## src/rtl/csr_file_m_if.sv

```systemverilog
// ============================================================================
// Module      : csr_file_m_if
// Description : Decoder/PC-select side bundle for the machine-mode CSR file.
// Revision    : 1.0 - initial release
// ============================================================================
`default_nettype none

interface csr_file_m_if #(
    parameter int XLEN = 32
);
    logic [11:0]     csr_addr;
    logic [1:0]      csr_op;
    logic [XLEN-1:0] csr_wdata;
    logic [XLEN-1:0] csr_rdata;
    logic            csr_illegal;
    logic [XLEN-1:0] pc;
    logic            ecall;
    logic            mret;
    logic            retire;
    logic            redirect;
    logic [XLEN-1:0] trap_pc;

    modport master (
        output csr_addr, csr_op, csr_wdata, pc, ecall, mret, retire,
        input  csr_rdata, csr_illegal, redirect, trap_pc
    );

    modport slave (
        input  csr_addr, csr_op, csr_wdata, pc, ecall, mret, retire,
        output csr_rdata, csr_illegal, redirect, trap_pc
    );
endinterface

`default_nettype wire

```

## src/rtl/csr_file_m.sv

```systemverilog
// ============================================================================
// Module      : csr_file_m
// Description : Parametrised M-mode CSR file with Zicsr ops, ecall/mret and counters.
// Revision    : 1.0 - initial release
// ============================================================================
`default_nettype none

module csr_file_m #(
    parameter int              XLEN         = 32,
    parameter logic [XLEN-1:0] MTVEC_RESET  = '0,
    parameter logic [XLEN-1:0] HART_ID      = '0,
    parameter bit              HAS_COUNTERS = 1'b1
) (
    input  wire logic      clk,
    input  wire logic      rst,
    csr_file_m_if.slave    bus
);

    localparam logic [11:0] ADDR_MSTATUS   = 12'h300;
    localparam logic [11:0] ADDR_MTVEC     = 12'h305;
    localparam logic [11:0] ADDR_MSCRATCH  = 12'h340;
    localparam logic [11:0] ADDR_MEPC      = 12'h341;
    localparam logic [11:0] ADDR_MCAUSE    = 12'h342;
    localparam logic [11:0] ADDR_MCYCLE    = 12'hB00;
    localparam logic [11:0] ADDR_MINSTRET  = 12'hB02;
    localparam logic [11:0] ADDR_MCYCLEH   = 12'hB80;
    localparam logic [11:0] ADDR_MINSTRETH = 12'hB82;
    localparam logic [11:0] ADDR_MHARTID   = 12'hF14;

    localparam logic [1:0]      OP_NONE  = 2'b00;
    localparam logic [1:0]      OP_WRITE = 2'b01;
    localparam logic [1:0]      OP_SET   = 2'b10;
    localparam logic [XLEN-1:0] ALIGN4   = ~XLEN'(3);
    localparam logic [XLEN-1:0] CAUSE_ECALL_M = XLEN'(11);

    logic            mie;
    logic            mpie;
    logic [XLEN-1:0] mtvec;
    logic [XLEN-1:0] mepc;
    logic [XLEN-1:0] mcause;
    logic [XLEN-1:0] mscratch;
    logic [63:0]     mcycle;
    logic [63:0]     minstret;

    logic            sel_mstatus, sel_mtvec, sel_mscratch, sel_mepc, sel_mcause;
    logic            sel_cyc_lo, sel_cyc_hi, sel_ret_lo, sel_ret_hi, sel_hartid;
    logic            is_counter, implemented, write_op, illegal, wr_en;
    logic [XLEN-1:0] mstatus_rd, old_val, new_val;

    always_comb begin
        sel_mstatus  = (bus.csr_addr == ADDR_MSTATUS);
        sel_mtvec    = (bus.csr_addr == ADDR_MTVEC);
        sel_mscratch = (bus.csr_addr == ADDR_MSCRATCH);
        sel_mepc     = (bus.csr_addr == ADDR_MEPC);
        sel_mcause   = (bus.csr_addr == ADDR_MCAUSE);
        sel_cyc_lo   = (bus.csr_addr == ADDR_MCYCLE);
        sel_ret_lo   = (bus.csr_addr == ADDR_MINSTRET);
        // High halves only exist when a counter does not fit in one register
        sel_cyc_hi   = (XLEN == 32) && (bus.csr_addr == ADDR_MCYCLEH);
        sel_ret_hi   = (XLEN == 32) && (bus.csr_addr == ADDR_MINSTRETH);
        sel_hartid   = (bus.csr_addr == ADDR_MHARTID);

        is_counter  = sel_cyc_lo | sel_cyc_hi | sel_ret_lo | sel_ret_hi;
        implemented = sel_mstatus | sel_mtvec | sel_mscratch | sel_mepc
                    | sel_mcause | is_counter | sel_hartid;
        write_op    = (bus.csr_op != OP_NONE);
        illegal     = !implemented
                    | (sel_hartid & write_op)
                    | (is_counter & !HAS_COUNTERS);
        wr_en       = write_op & !illegal & !bus.ecall & !bus.mret;

        mstatus_rd        = '0;
        mstatus_rd[12:11] = 2'b11;
        mstatus_rd[7]     = mpie;
        mstatus_rd[3]     = mie;

        old_val = '0;
        if (sel_mstatus)  old_val = mstatus_rd;
        if (sel_mtvec)    old_val = mtvec;
        if (sel_mscratch) old_val = mscratch;
        if (sel_mepc)     old_val = mepc;
        if (sel_mcause)   old_val = mcause;
        if (sel_cyc_lo)   old_val = mcycle[XLEN-1:0];
        if (sel_ret_lo)   old_val = minstret[XLEN-1:0];
        if (sel_cyc_hi)   old_val = XLEN'(mcycle[63:32]);
        if (sel_ret_hi)   old_val = XLEN'(minstret[63:32]);
        if (sel_hartid)   old_val = HART_ID;

        case (bus.csr_op)
            OP_WRITE: new_val = bus.csr_wdata;
            OP_SET:   new_val = old_val | bus.csr_wdata;
            default:  new_val = old_val & ~bus.csr_wdata;
        endcase
    end

    assign bus.csr_rdata   = illegal ? '0 : old_val;
    assign bus.csr_illegal = illegal;
    assign bus.redirect    = bus.ecall | bus.mret;
    assign bus.trap_pc     = bus.ecall ? mtvec : (bus.mret ? mepc : '0);

    // Trap entry beats return, and both beat an ordinary CSR write
    always_ff @(posedge clk or posedge rst) begin
        if (rst) begin
            mie      <= 1'b0;
            mpie     <= 1'b0;
            mtvec    <= MTVEC_RESET & ALIGN4;
            mepc     <= '0;
            mcause   <= '0;
            mscratch <= '0;
        end else if (bus.ecall) begin
            mpie   <= mie;
            mie    <= 1'b0;
            mepc   <= bus.pc & ALIGN4;
            mcause <= CAUSE_ECALL_M;
        end else if (bus.mret) begin
            mie  <= mpie;
            mpie <= 1'b1;
        end else if (wr_en) begin
            if (sel_mstatus) begin
                mie  <= new_val[3];
                mpie <= new_val[7];
            end
            if (sel_mtvec)    mtvec    <= new_val & ALIGN4;
            if (sel_mscratch) mscratch <= new_val;
            if (sel_mepc)     mepc     <= new_val & ALIGN4;
            if (sel_mcause)   mcause   <= new_val;
        end
    end

    generate
        if (HAS_COUNTERS) begin : g_counters
            // A write to either half suppresses the increment of the full 64-bit counter
            always_ff @(posedge clk or posedge rst) begin
                if (rst) begin
                    mcycle   <= '0;
                    minstret <= '0;
                end else begin
                    if (wr_en && sel_cyc_lo)
                        mcycle <= (XLEN == 32) ? {mcycle[63:32], new_val[31:0]} : 64'(new_val);
                    else if (wr_en && sel_cyc_hi)
                        mcycle <= {new_val[31:0], mcycle[31:0]};
                    else
                        mcycle <= mcycle + 64'd1;

                    if (wr_en && sel_ret_lo)
                        minstret <= (XLEN == 32) ? {minstret[63:32], new_val[31:0]} : 64'(new_val);
                    else if (wr_en && sel_ret_hi)
                        minstret <= {new_val[31:0], minstret[31:0]};
                    else if (bus.retire)
                        minstret <= minstret + 64'd1;
                end
            end
        end else begin : g_no_counters
            assign mcycle   = '0;
            assign minstret = '0;
        end
    endgenerate

endmodule

`default_nettype wire

```

## src/flat_wrapper.sv

```systemverilog
// flat-port wrapper written by rule: the top's interface ports become plain ports
module csr_file_m_flat 
#(
    parameter int              XLEN         = 32,
    parameter logic [XLEN-1:0] MTVEC_RESET  = '0,
    parameter logic [XLEN-1:0] HART_ID      = '0,
    parameter bit              HAS_COUNTERS = 1'b1
)
  (clk, rst, bus_csr_addr, bus_csr_op, bus_csr_wdata, bus_pc, bus_ecall, bus_mret, bus_retire, bus_csr_rdata, bus_csr_illegal, bus_redirect, bus_trap_pc);
  csr_file_m_if #(.XLEN(XLEN)) bus_i ();
  input  wire logic clk;
  input  wire logic rst;
  input wire logic [$bits(bus_i.csr_addr)-1:0] bus_csr_addr;
  input wire logic [$bits(bus_i.csr_op)-1:0] bus_csr_op;
  input wire logic [$bits(bus_i.csr_wdata)-1:0] bus_csr_wdata;
  input wire logic [$bits(bus_i.pc)-1:0] bus_pc;
  input wire logic [$bits(bus_i.ecall)-1:0] bus_ecall;
  input wire logic [$bits(bus_i.mret)-1:0] bus_mret;
  input wire logic [$bits(bus_i.retire)-1:0] bus_retire;
  output wire logic [$bits(bus_i.csr_rdata)-1:0] bus_csr_rdata;
  output wire logic [$bits(bus_i.csr_illegal)-1:0] bus_csr_illegal;
  output wire logic [$bits(bus_i.redirect)-1:0] bus_redirect;
  output wire logic [$bits(bus_i.trap_pc)-1:0] bus_trap_pc;
  assign bus_i.csr_addr = bus_csr_addr;
  assign bus_i.csr_op = bus_csr_op;
  assign bus_i.csr_wdata = bus_csr_wdata;
  assign bus_i.pc = bus_pc;
  assign bus_i.ecall = bus_ecall;
  assign bus_i.mret = bus_mret;
  assign bus_i.retire = bus_retire;
  assign bus_csr_rdata = bus_i.csr_rdata;
  assign bus_csr_illegal = bus_i.csr_illegal;
  assign bus_redirect = bus_i.redirect;
  assign bus_trap_pc = bus_i.trap_pc;
  csr_file_m #(.XLEN(XLEN), .MTVEC_RESET(MTVEC_RESET), .HART_ID(HART_ID), .HAS_COUNTERS(HAS_COUNTERS)) u_core (.clk(clk), .rst(rst), .bus(bus_i));
endmodule
```

## config.mk

```make
export PLATFORM = sky130hd
export DESIGN_NAME = csr_file_m_flat
export DESIGN_NICKNAME = d
export VERILOG_FILES = /design/src/rtl/csr_file_m_if.sv /design/src/rtl/csr_file_m.sv /design/src/flat_wrapper.sv
export SDC_FILE = /design/constraint.sdc
export NUM_CORES = 1
export LEC_CHECK = 0
export CAP_MARGIN = 20
export CORE_MARGIN = 2
export CORE_UTILIZATION = 30
export CTS_CLUSTER_SIZE = 16
export DETAILED_ROUTE_END_ITERATION = 8
export PLACE_DENSITY = 0.54
export SYNTH_ARGS = -nofsm -noshare
export SYNTH_HDL_FRONTEND = slang
export SYNTH_SLANG_ARGS = --single-unit
```

## constraint.sdc

```tcl
create_clock -name clk -period 17.6 [get_ports clk]
set_clock_uncertainty 0.05 [all_clocks]
set_input_delay 2.64 -clock clk [delete_from_list [all_inputs] [get_ports clk]]
set_output_delay 2.64 -clock clk [all_outputs]
set_load 0.01 [all_outputs]
```

[Word level (Yosys, flattened, before mapping)]
Index checks and enable logic that the tools add are counted.
Storage, ports and cells
  register bits after elaboration: 256
  latch bits: 0
  bits in writable memories: 0
  bits in read-only memories: 0
  bits of input ports: 83
  memories kept: 0
Cells by class
  add/sub/neg operators: 2
  multiply operators: 0
  div/mod/pow operators: 0
  $lt $le $gt $ge: 0
  eq/ne operators: 15
  shift-type cells: 0
  multiplexer cells: 35
  bitwise logic cells: 21
  reduce and logical (&&, ||, !) cells: 23
Operators with widths (count)
  32-bit two-way mux: 22
  64-bit two-way mux: 3
  64-bit by 1-bit adder with 64-bit output, second input constant: 2
  32-bit case mux with 2 select lines: 1
  12-bit by 10-bit == test with 1-bit output, second input constant: 5
  12-bit == test, second input constant: 5
  32-bit AND: 1
  32-bit NOT: 1
  32-bit bitwise OR: 1
  13-bit two-way mux: 1
  2-bit nonzero test: 6
  1-bit bitwise OR: 11
  1-bit two-way mux: 8
  4-bit AND reduction: 2
  2-bit AND reduction: 3
  3-bit AND reduction: 2
  3-bit nonzero test: 2
  1-bit AND: 4
  1-bit logical AND: 4
  1-bit logical NOT: 4
  2-bit by 1-bit inequality test with 1-bit output, second input constant: 2
  1-bit NOT: 3
  2-bit by 1-bit == test with 1-bit output, second input constant: 1
  2-bit == test, second input constant: 1
  2-bit inequality test, second input constant: 1

[Longest topological paths before layout]
Gate-level depths: netlist of the first run.
  word-level depth: 17
  depth in mapped cells: 11

[Worst setup path before layout of the first run]
Ideal clock, no wire load.
  path kind: in2out
  start: input port bus_csr_addr[5]
  end: output port bus_csr_rdata[29]
  arrival time: 4667 ps
  data required time: 14910 ps
  slack: 10243 ps
  cell stages on the path: 8
  path buffers: 3
  path through: buf_2 or4b_1 clkbuf_1 nor3_4 clkbuf_1 a221oi_1 o21ai_0 nor3b_1
Between the ends
  longest elaborated chain between the ends: 11
RTL lines
  start: declaration: RTL line flat_wrapper.sv:13  | input wire logic [$bits(bus_i.csr_addr)-1:0] bus_csr_addr;
  12-bit by 10-bit == test with 1-bit output: RTL line csr_file_m.sv:52  | sel_mtvec = (bus.csr_addr == ADDR_MTVEC);
  32-bit two-way mux: RTL line csr_file_m.sv:79  | if (sel_mtvec) old_val = mtvec;
  32-bit two-way mux: RTL line csr_file_m.sv:80  | if (sel_mscratch) old_val = mscratch;
  32-bit two-way mux: RTL line csr_file_m.sv:81  | if (sel_mepc) old_val = mepc;
  32-bit two-way mux: RTL line csr_file_m.sv:82  | if (sel_mcause) old_val = mcause;
  32-bit two-way mux: RTL line csr_file_m.sv:83  | if (sel_cyc_lo) old_val = mcycle[XLEN-1:0];
  32-bit two-way mux: RTL line csr_file_m.sv:84  | if (sel_ret_lo) old_val = minstret[XLEN-1:0];
  32-bit two-way mux: RTL line csr_file_m.sv:85  | if (sel_cyc_hi) old_val = XLEN'(mcycle[63:32]);
  32-bit two-way mux: RTL line csr_file_m.sv:86  | if (sel_ret_hi) old_val = XLEN'(minstret[63:32]);
  32-bit two-way mux: RTL line csr_file_m.sv:87  | if (sel_hartid) old_val = HART_ID;
  32-bit two-way mux *: RTL line csr_file_m.sv:96  | assign bus.csr_rdata = illegal ? '0 : old_val;
  end: declaration: RTL line flat_wrapper.sv:20  | output wire logic [$bits(bus_i.csr_rdata)-1:0] bus_csr_rdata;
Every way passes the cells marked *; elsewhere a longest branch is shown, timed or not.

[Worst setup path in the final report of the first run]
  start: input port bus_csr_addr[2]
  end: output port bus_csr_rdata[28]
Same word-level chain as after synthesis.

==> reports/qor.json, run 1 <==
{
  "clocking": {
    "cts.root.buffer_cell": "clkbuf_16",
    "cts.htree.levels": 1,
    "clock_latency_ns": 0.60,
    "cts.sinks": 254,
    "cts_inserted_buffers": 31,
    "post_cts.repair.setup_buffers": 0,
    "cts_tree": "built",
    "max-clock-path-buffers": 3,
    "ctsResizeCount": 0,
    "hold_bufs_inserted_after_cts": 0,
    "cts.reportedPaths.clkPinSlew_ns": 0.06
  },
  "placed_design": {
    "dp_hpwl_um": 60800,
    "place.detailed.instances": 2823,
    "place.port_buffers": 144,
    "gp_routability_congestion": 1.02,
    "dp_slack_ns": 7.99
  },
  "global_routing": {
    "grt_pass1_vias": 16500,
    "gr-total-overflow": 0,
    "antenna_found_initial": 3,
    "grt_pass1_wl_um": 121000,
    "groute.usage.overall_pct": 29.1,
    "grt_start_max_net_pins": 144
  },
  "sta": {
    "period_needed_ns": 9.72,
    "timing.max_slew.rel_slack_pct": 7.45,
    "finalCritPeriodShare_pct": 55.3,
    "finalHoldWorstSlack_ns": 0.427,
    "tightestPinTransition_ns": 1.39,
    "timing_hold_violations_final": 0,
    "setup_ws_final_ns": 7.88,
    "rsz_0062_raised_after_global_routing": "no",
    "timing.setup.tns_ns": 0,
    "clock.fmax_mhz": 103,
    "report.final.slew_viol_count": 0,
    "final-setup-viol-count": 0
  },
  "hold_path": {
    "hold_path_class": "reg2reg",
    "whs_endpoint": "u_core.mscratch[8]",
    "min-delay-start": "u_core.mscratch[8]",
    "hold_path_depth": 2
  },
  "final_layout": {
    "area_delta_synth_final_pct": 20.3,
    "final-instance-count-excl-fill": 2881,
    "post_route_cells_drive_above_1_share_pct": 8.35,
    "fill_cells": 5641,
    "finish.net_count": 2197
  },
  "route": {
    "number_of_remaining_drc_errors": 0,
    "final_antenna_net_count": 0,
    "drt-wirelength-per-cell_um": 29.5,
    "drt_pass1_iterations": 5,
    "wire_length_after_detailed_routing_um": 85000,
    "vias": 17700,
    "starting_drt_drc_count": 2229,
    "via_per_inst": 6.15
  },
  "critical_path": {
    "worstPathMaxFanout": 22,
    "end_of_the_worst_register_to_register_path": "u_core.mscratch[15]",
    "regToRegStartpoint": "u_core.mcause[15]",
    "setup.reg_to_reg.worst_slack_ns": 13.97,
    "endpoint_kind": "output pin",
    "cp_data_required_time_ns": 14.91,
    "ff2ff_path_depth": 7,
    "setup.worst_path.start_class": "input port",
    "worst-endpoint-arrival_ns": 7.03,
    "critPathKind": "in2out"
  },
  "yosys": {
    "postSynthCellCount": 2039,
    "synth_area_per_cell_um2": 8.17,
    "number_of_enable_type_register_cells_in_the_synthesized_netlist": 0,
    "dominantRegCellSynth": "dfrtp_1",
    "post-synth-top-area-fraction_pct": 38.2,
    "synthDominantAreaCellType": "dfrtp_1",
    "yosys_warnings": 0,
    "synth.area.top_cells": "dfrtp_1 (38%), o21ai_0 (5.3%), nand2_1 (4.9%), nor2_1 (4.9%), a21oi_1 (4.5%)",
    "synthArstFlopShare_pct": 100,
    "yosys_register_bits": 254,
    "synthDistinctLibCells": 93,
    "seq_area_frac_synth_pct": 38.2,
    "syn_area_um2": 16700
  },
  "flow_run": {
    "drv_cap": 0
  },
  "floorplanning": {
    "fp-row-count": 86,
    "core_region_area_um2": 55000,
    "initial_utilization_pct": 30.3,
    "chipWidth_um": 240,
    "design.die.area_um2": 57400,
    "die_height_um": 240,
    "pin_count": 149
  },
  "outcome": {
    "result_of_the_run": "completed"
  },
  "power_and_ir_drop": {
    "post_layout_power_mw": 1.56,
    "power.density_cell_area_nw_per_um2": 77.6,
    "cellLeakagePower_nw": 7.95,
    "power.ir.vdd_worst_mv": 0.0615
  }
}
-- power breakdown --
group	switching [mW]	internal, mW
registers	0.0341	0.605
clock network	0.277	0.445
logic	0.127	0.0672
total	0.438	1.12
-- how the worst max path moves through the flow --
stage / endpoint / startpoint / depth (start not counted)
after floorplan: u_core.mcause[0] / rst / 1
after global placement: bus_csr_rdata[29] / bus_csr_addr[2] / 7
after detailed placement: bus_csr_rdata[29] / bus_csr_addr[2] / 7
after CTS: bus_csr_rdata[29] / bus_csr_addr[2] / 7
after global routing: bus_csr_rdata[21] / bus_csr_addr[2] / 8
final: bus_csr_rdata[28] / bus_csr_addr[2] / 6
-- cell usage in the layout, fill, tap and decap left out, types with 10 or more instances in the layout --
cell type	count
o211ai_1	22
nor4_1	15
mux2i_1	28
nor3_1	54
nor2_1	216
nor3b_1	18
buf_4	55
a32oi_1	11
a21oi_1	145
xnor2_1	48
a22oi_1	26
clkdlybuf4s50_1	142
or3_1	10
nand4_1	63
a221oi_1	10
a21o_1	23
nand3_1	84
and4_1	20
o31a_1	11
clkbuf_16	31
o21ai_0	178
a211oi_1	47
nor2b_1	10
inv_1	38
a31oi_1	17
xor2_1	33
mux2_2	12
dfrtp_1	254
and3_1	35
nand2_1	217
and2_1	17
-- final cells by class --
type | count | area, µm² | share of cell area [%]
multi-input combinational | 1582 | 9600 | 47.9
sequential | 254 | 6360 | 31.7
timing repair buffer | 200 | 1860 | 9.30
tap | 748 | 936 | 4.67
clock buffer | 41 | 863 | 4.31
clock inverter | 15 | 260 | 1.30
inverter | 40 | 158 | 0.787
antenna | 1 | 2.50 | 0.0125
-- flip-flops by register name (all words and copies together), names as in the netlist --
signal / flops
u_core.mie: 1
u_core.mcycle: 64
u_core.mepc: 30
u_core.mpie: 1
u_core.mcause: 32
u_core.mscratch: 32
u_core.minstret: 64
u_core.mtvec: 30
-- logic make-up (layout without fill, tap and decap cells) --
family	Yosys count	in the layout	synth area share (%)
and+or+nand+nor	827	827	25.0
AOI/OAI and AO/OA	627	627	24.7
DFF	254	254	38.2
buffers and inverters	204	296	4.98
xor gates and xnor gates	81	81	4.26
muxes	40	40	2.49
adders and majority gates	5	5	0.376
other	1	3	0.0225
-- synth_stat cells (6+ instances only) --
master,n
a211oi_1,47
a21o_1,23
a21oi_1,149
a221o_1,6
a221oi_1,10
a222oi_1,7
a22oi_1,27
a311oi_1,6
a31oi_1,17
a32oi_1,11
and2_1,18
and3_1,35
and4_1,20
buf_1,11
buf_2,42
clkbuf_1,108
dfrtp_1,254
inv_1,39
mux2_2,12
mux2i_1,28
nand2_1,217
nand2b_1,7
nand3_1,84
nand4_1,63
nand4b_1,7
nor2_1,216
nor2b_1,10
nor3_1,59
nor3b_1,18
nor4_1,19
o2111ai_1,7
o211ai_1,22
o21ai_0,178
o22ai_1,9
o2bb2ai_1,8
o31a_1,11
or3_1,10
or4_1,8
xnor2_1,48
xor2_1,33
-- worst max-delay path: stages --
cell and delay (ns):
clkdlybuf4s50_1 0.95, or4_1 0.99, nor3_4 0.87, a22oi_1 0.38, a311oi_1 0.54, clkdlybuf4s50_1 0.64
-- per-layer routing --
metal | part of all wire, % | up-vias | GRT usage, %
met1 | 42 | 8843 | 40.1
li1 | - | 7682 | -
met2 | 44 | 1019 | 44.6
met3 | 9.7 | 183 | 4.76
met4 | 5.2 | 2 | 13.1
met5 | 0.016 | - | 0
-- metrics by stage --
stage	cell area, µm²	util [%]
2_1_floorplan	16700	-
3_3_place_gp	18900	34.4
3_5_place_dp	18900	34.4
4_1_cts	20000	36.4
5_1_grt	20000	36.4
6_report	20000	36.5
Power figures use the tool's default switching activity.
==> inputs of run 2 (changes only) <==
==> constraint.sdc (replaced) <==
create_clock -name clk -period 9.22 [get_ports clk]
set_clock_uncertainty 0.05 [all_clocks]
set_input_delay 1.383 -clock clk [delete_from_list [all_inputs] [get_ports clk]]
set_output_delay 1.383 -clock clk [all_outputs]
set_load 0.01 [all_outputs]
==> reports/qor.json, run 2 (synthesis results as in run 1) <==
{
  "clocking": {
    "cts.sinks": {"value": 254, "change": "unchanged"},
    "cts_tree": "built",
    "cts.htree.levels": {"value": 1, "change": "unchanged"},
    "cts_inserted_buffers": {"value": 30, "change": "-3.2%"},
    "cts.reportedPaths.clkPinSlew": {"value": 0.06, "unit": "ns", "change": "about the same"},
    "hold_bufs_inserted_after_cts": {"value": 0, "change": "unchanged"},
    "post_cts.repair.setup_buffers": {"value": 0, "change": "unchanged"},
    "max-clock-path-buffers": {"value": 3, "change": "unchanged"},
    "ctsResizeCount": {"value": 0, "change": "unchanged"},
    "cts.root.buffer_cell": "clkbuf_16",
    "clock_latency": {"value": 0.60, "unit": "ns", "change": "about the same"}
  },
  "hold_path": {
    "min-delay-start": "u_core.mscratch[6]",
    "whs_endpoint": "u_core.mscratch[6]",
    "hold_path_depth": {"value": 2, "change": "unchanged"},
    "hold_path_class": "reg2reg"
  },
  "sta": {
    "rsz_0062_raised_after_global_routing": "no",
    "timing.setup.tns": {"value": 0, "unit": "ns", "change": "unchanged"},
    "period_needed_ns": 7.52,
    "timing.max_slew.rel_slack": {"value": 16.4, "unit": "%", "change": "+8.9 points"},
    "timing_hold_violations_final": {"value": 0, "change": "unchanged"},
    "finalCritPeriodShare_pct": 81.5,
    "tightestPinTransition": {"value": 1.25, "unit": "ns", "change": "-0.133 ns"},
    "final-setup-viol-count": {"value": 0, "change": "unchanged"},
    "report.final.slew_viol_count": {"value": 0, "change": "unchanged"},
    "clock.fmax_mhz": 133,
    "finalHoldWorstSlack": {"value": 0.426, "unit": "ns", "change": "-0.000771 ns"}
  },
  "final_layout": {
    "layout_top_registers": "u_core.mcycle x64, u_core.minstret x64",
    "area_delta_synth_final_pct": 19.4,
    "final-instance-count-excl-fill": {"value": 2875, "change": "-0.21%"},
    "final_cell_mix": "dfrtp_1 (254), nand2_1 (217), nor2_1 (216)",
    "post-route-util": {"value": 36.2, "unit": "%", "change": "-0.28 points"},
    "post_route_cells_drive_above_1_share": {"value": 8.13, "unit": "%", "change": "-0.22 points"},
    "antenna_cells": {"value": 0, "change": "-1"},
    "finish.net_count": {"value": 2194, "change": "-0.14%"},
    "fill_cells": {"value": 5707, "change": "+1.2%"},
    "layout_commonest_cell": "dfrtp_1"
  },
  "floorplanning": {
    "core_region_area": {"value": 55000, "unit": "µm²", "change": "unchanged"},
    "pin_count": {"value": 149, "change": "unchanged"},
    "design.die.area": {"value": 57400, "unit": "µm²", "change": "unchanged"},
    "die_height": {"value": 240, "unit": "µm", "change": "unchanged"},
    "initial_utilization": {"value": 30.3, "unit": "%", "change": "unchanged"},
    "fp-row-count": {"value": 86, "change": "unchanged"},
    "chipWidth": {"value": 240, "unit": "µm", "change": "unchanged"}
  },
  "critical_path": {
    "worstPathMaxFanout": {"value": 20, "change": "-9.1%"},
    "critPathKind": "in2out",
    "worst-endpoint-arrival": {"value": 6.08, "unit": "ns", "change": "-0.95 ns"},
    "cp_data_required_time": {"value": 7.79, "unit": "ns", "change": "-7.12 ns"},
    "setup.reg_to_reg.worst_slack": {"value": 5.58, "unit": "ns", "change": "-8.39 ns"},
    "critPathMaxStageDelay": {"value": 1.07, "unit": "ns", "change": "+0.08 ns"},
    "setup.worst_path.start_class": "input port",
    "critical_path_buf_inv_count": {"value": 2, "change": "unchanged"},
    "path_cells": "clkdlybuf4s50_1 > or4_1 > nor3_2 > a21o_1 > a21oi_1 > o21ai_0 > nor2b_1 > clkdlybuf4s50_1",
    "crit_slowest_cell": "or4_1",
    "endpoint_kind": "output pin",
    "critical-path-top-cell-by-count": "clkdlybuf4s50_1",
    "critical_path.top_delay_family": "simple AND/OR/NAND/NOR gates",
    "regToRegStartpoint": "u_core.mcause[15]",
    "end_of_the_worst_register_to_register_path": "u_core.mcycle[47]",
    "ff2ff_path_depth": {"value": 7, "change": "unchanged"}
  },
  "placed_design": {
    "gp_routability_congestion": {"value": 0.994, "change": "-2.1%"},
    "dp_hpwl": {"value": 61700, "unit": "µm", "change": "+1.5%"},
    "place.port_buffers": {"value": 144, "change": "unchanged"},
    "place.detailed.instances": {"value": 2821, "change": "-0.071%"}
  },
  "route": {
    "final_antenna_net_count": {"value": 0, "change": "unchanged"},
    "drt-wirelength-per-cell": {"value": 29.7, "unit": "µm", "change": "+0.59%"},
    "vias": {"value": 17700, "change": "-0.32%"},
    "wire_length_after_detailed_routing": {"value": 85300, "unit": "µm", "change": "+0.38%"},
    "number_of_remaining_drc_errors": {"value": 0, "change": "unchanged"},
    "starting_drt_drc_count": {"value": 2189, "change": "-1.8%"},
    "via_per_inst": {"value": 6.15, "change": "-0.11%"},
    "drt_pass1_iterations": {"value": 6, "change": "+1"}
  },
  "global_routing": {
    "gr-total-overflow": {"value": 0, "change": "unchanged"},
    "grt_pass1_vias": {"value": 16400, "change": "-0.55%"},
    "grt_start_max_net_pins": {"value": 120, "change": "-17%"},
    "groute.usage.overall": {"value": 29.0, "unit": "%", "change": "-0.061 points"},
    "grt_pass1_wl": {"value": 120000, "unit": "µm", "change": "-0.60%"},
    "antenna_found_initial": {"value": 4, "change": "+1"}
  },
  "outcome": {
    "result_of_the_run": "completed"
  },
  "power_and_ir_drop": {
    "power.ir.vdd_worst": {"value": 0.117, "unit": "mV", "change": "+90%"},
    "power.density_cell_area": {"value": 142, "unit": "nW/µm²", "change": "+83%"},
    "cellLeakagePower": {"value": 7.88, "unit": "nW", "change": "-0.85%"}
  },
  "flow_run": {
    "drv_cap": {"value": 0, "change": "unchanged"}
  }
}
run 2: final cells by class:
cell class | instances | area, µm² | area share [%]
clock inverter | 14 | 185 | 0.931
multi-input combinational | 1582 | 9610 | 48.3
inverter | 40 | 158 | 0.793
sequential | 254 | 6360 | 32.0
clock buffer | 39 | 815 | 4.10
timing repair buffer | 198 | 1830 | 9.22
tap | 748 | 936 | 4.71
run 2: worst max-delay path by stage:
stage | startpoint | end | slack, ns | cells after the start
2_1_floorplan | rst | u_core.mcause[0] | 0.80 | 1
3_3_place_gp | bus_csr_addr[7] | bus_csr_rdata[29] | 1.87 | 7
3_5_place_dp | bus_csr_addr[7] | bus_csr_rdata[29] | 1.89 | 7
4_1_cts | bus_csr_addr[7] | bus_csr_rdata[29] | 1.86 | 7
5_1_grt | bus_csr_addr[7] | bus_csr_rdata[29] | 1.75 | 7
6_report | bus_csr_addr[7] | bus_csr_rdata[21] | 1.70 | 8
run 2: routing by layer:
layer  global-route usage, %  wire, µm  up-vias
li1                        -         -     7662
met1                    39.4     35700     8762
met2                    43.4     36400     1052
met3                    5.36      8000      195
met4                    16.1      5240        2
met5                       0        17        -
run 2: power breakdown:
part,switching [mW],total [mW],internal [mW]
logic,0.242,0.370,0.127
registers,0.0648,1.22,1.16
clock network,0.509,1.24,0.730
run 2: worst register-to-register path: stages (launching register included):
cell,delay (ns)
dfrtp_1,0.38
mux2i_1,0.38
nor2_1,0.07
a21oi_1,0.17
o21ai_0,0.28
a211oi_1,0.88
o41a_1,1.01
o21ai_0,0.25
run 2: per-stage QoR:
stage / total power [mW] / area (µm²) / setup WS, ns
2_1_floorplan: 1.41 / 16700 / 0.802
3_3_place_gp: 1.59 / 18900 / 1.87
3_5_place_dp: 1.60 / 18900 / 1.89
4_1_cts: 2.84 / 19900 / 1.86
5_1_grt: 2.91 / 19900 / 1.75
6_report: 2.83 / 19900 / 1.70
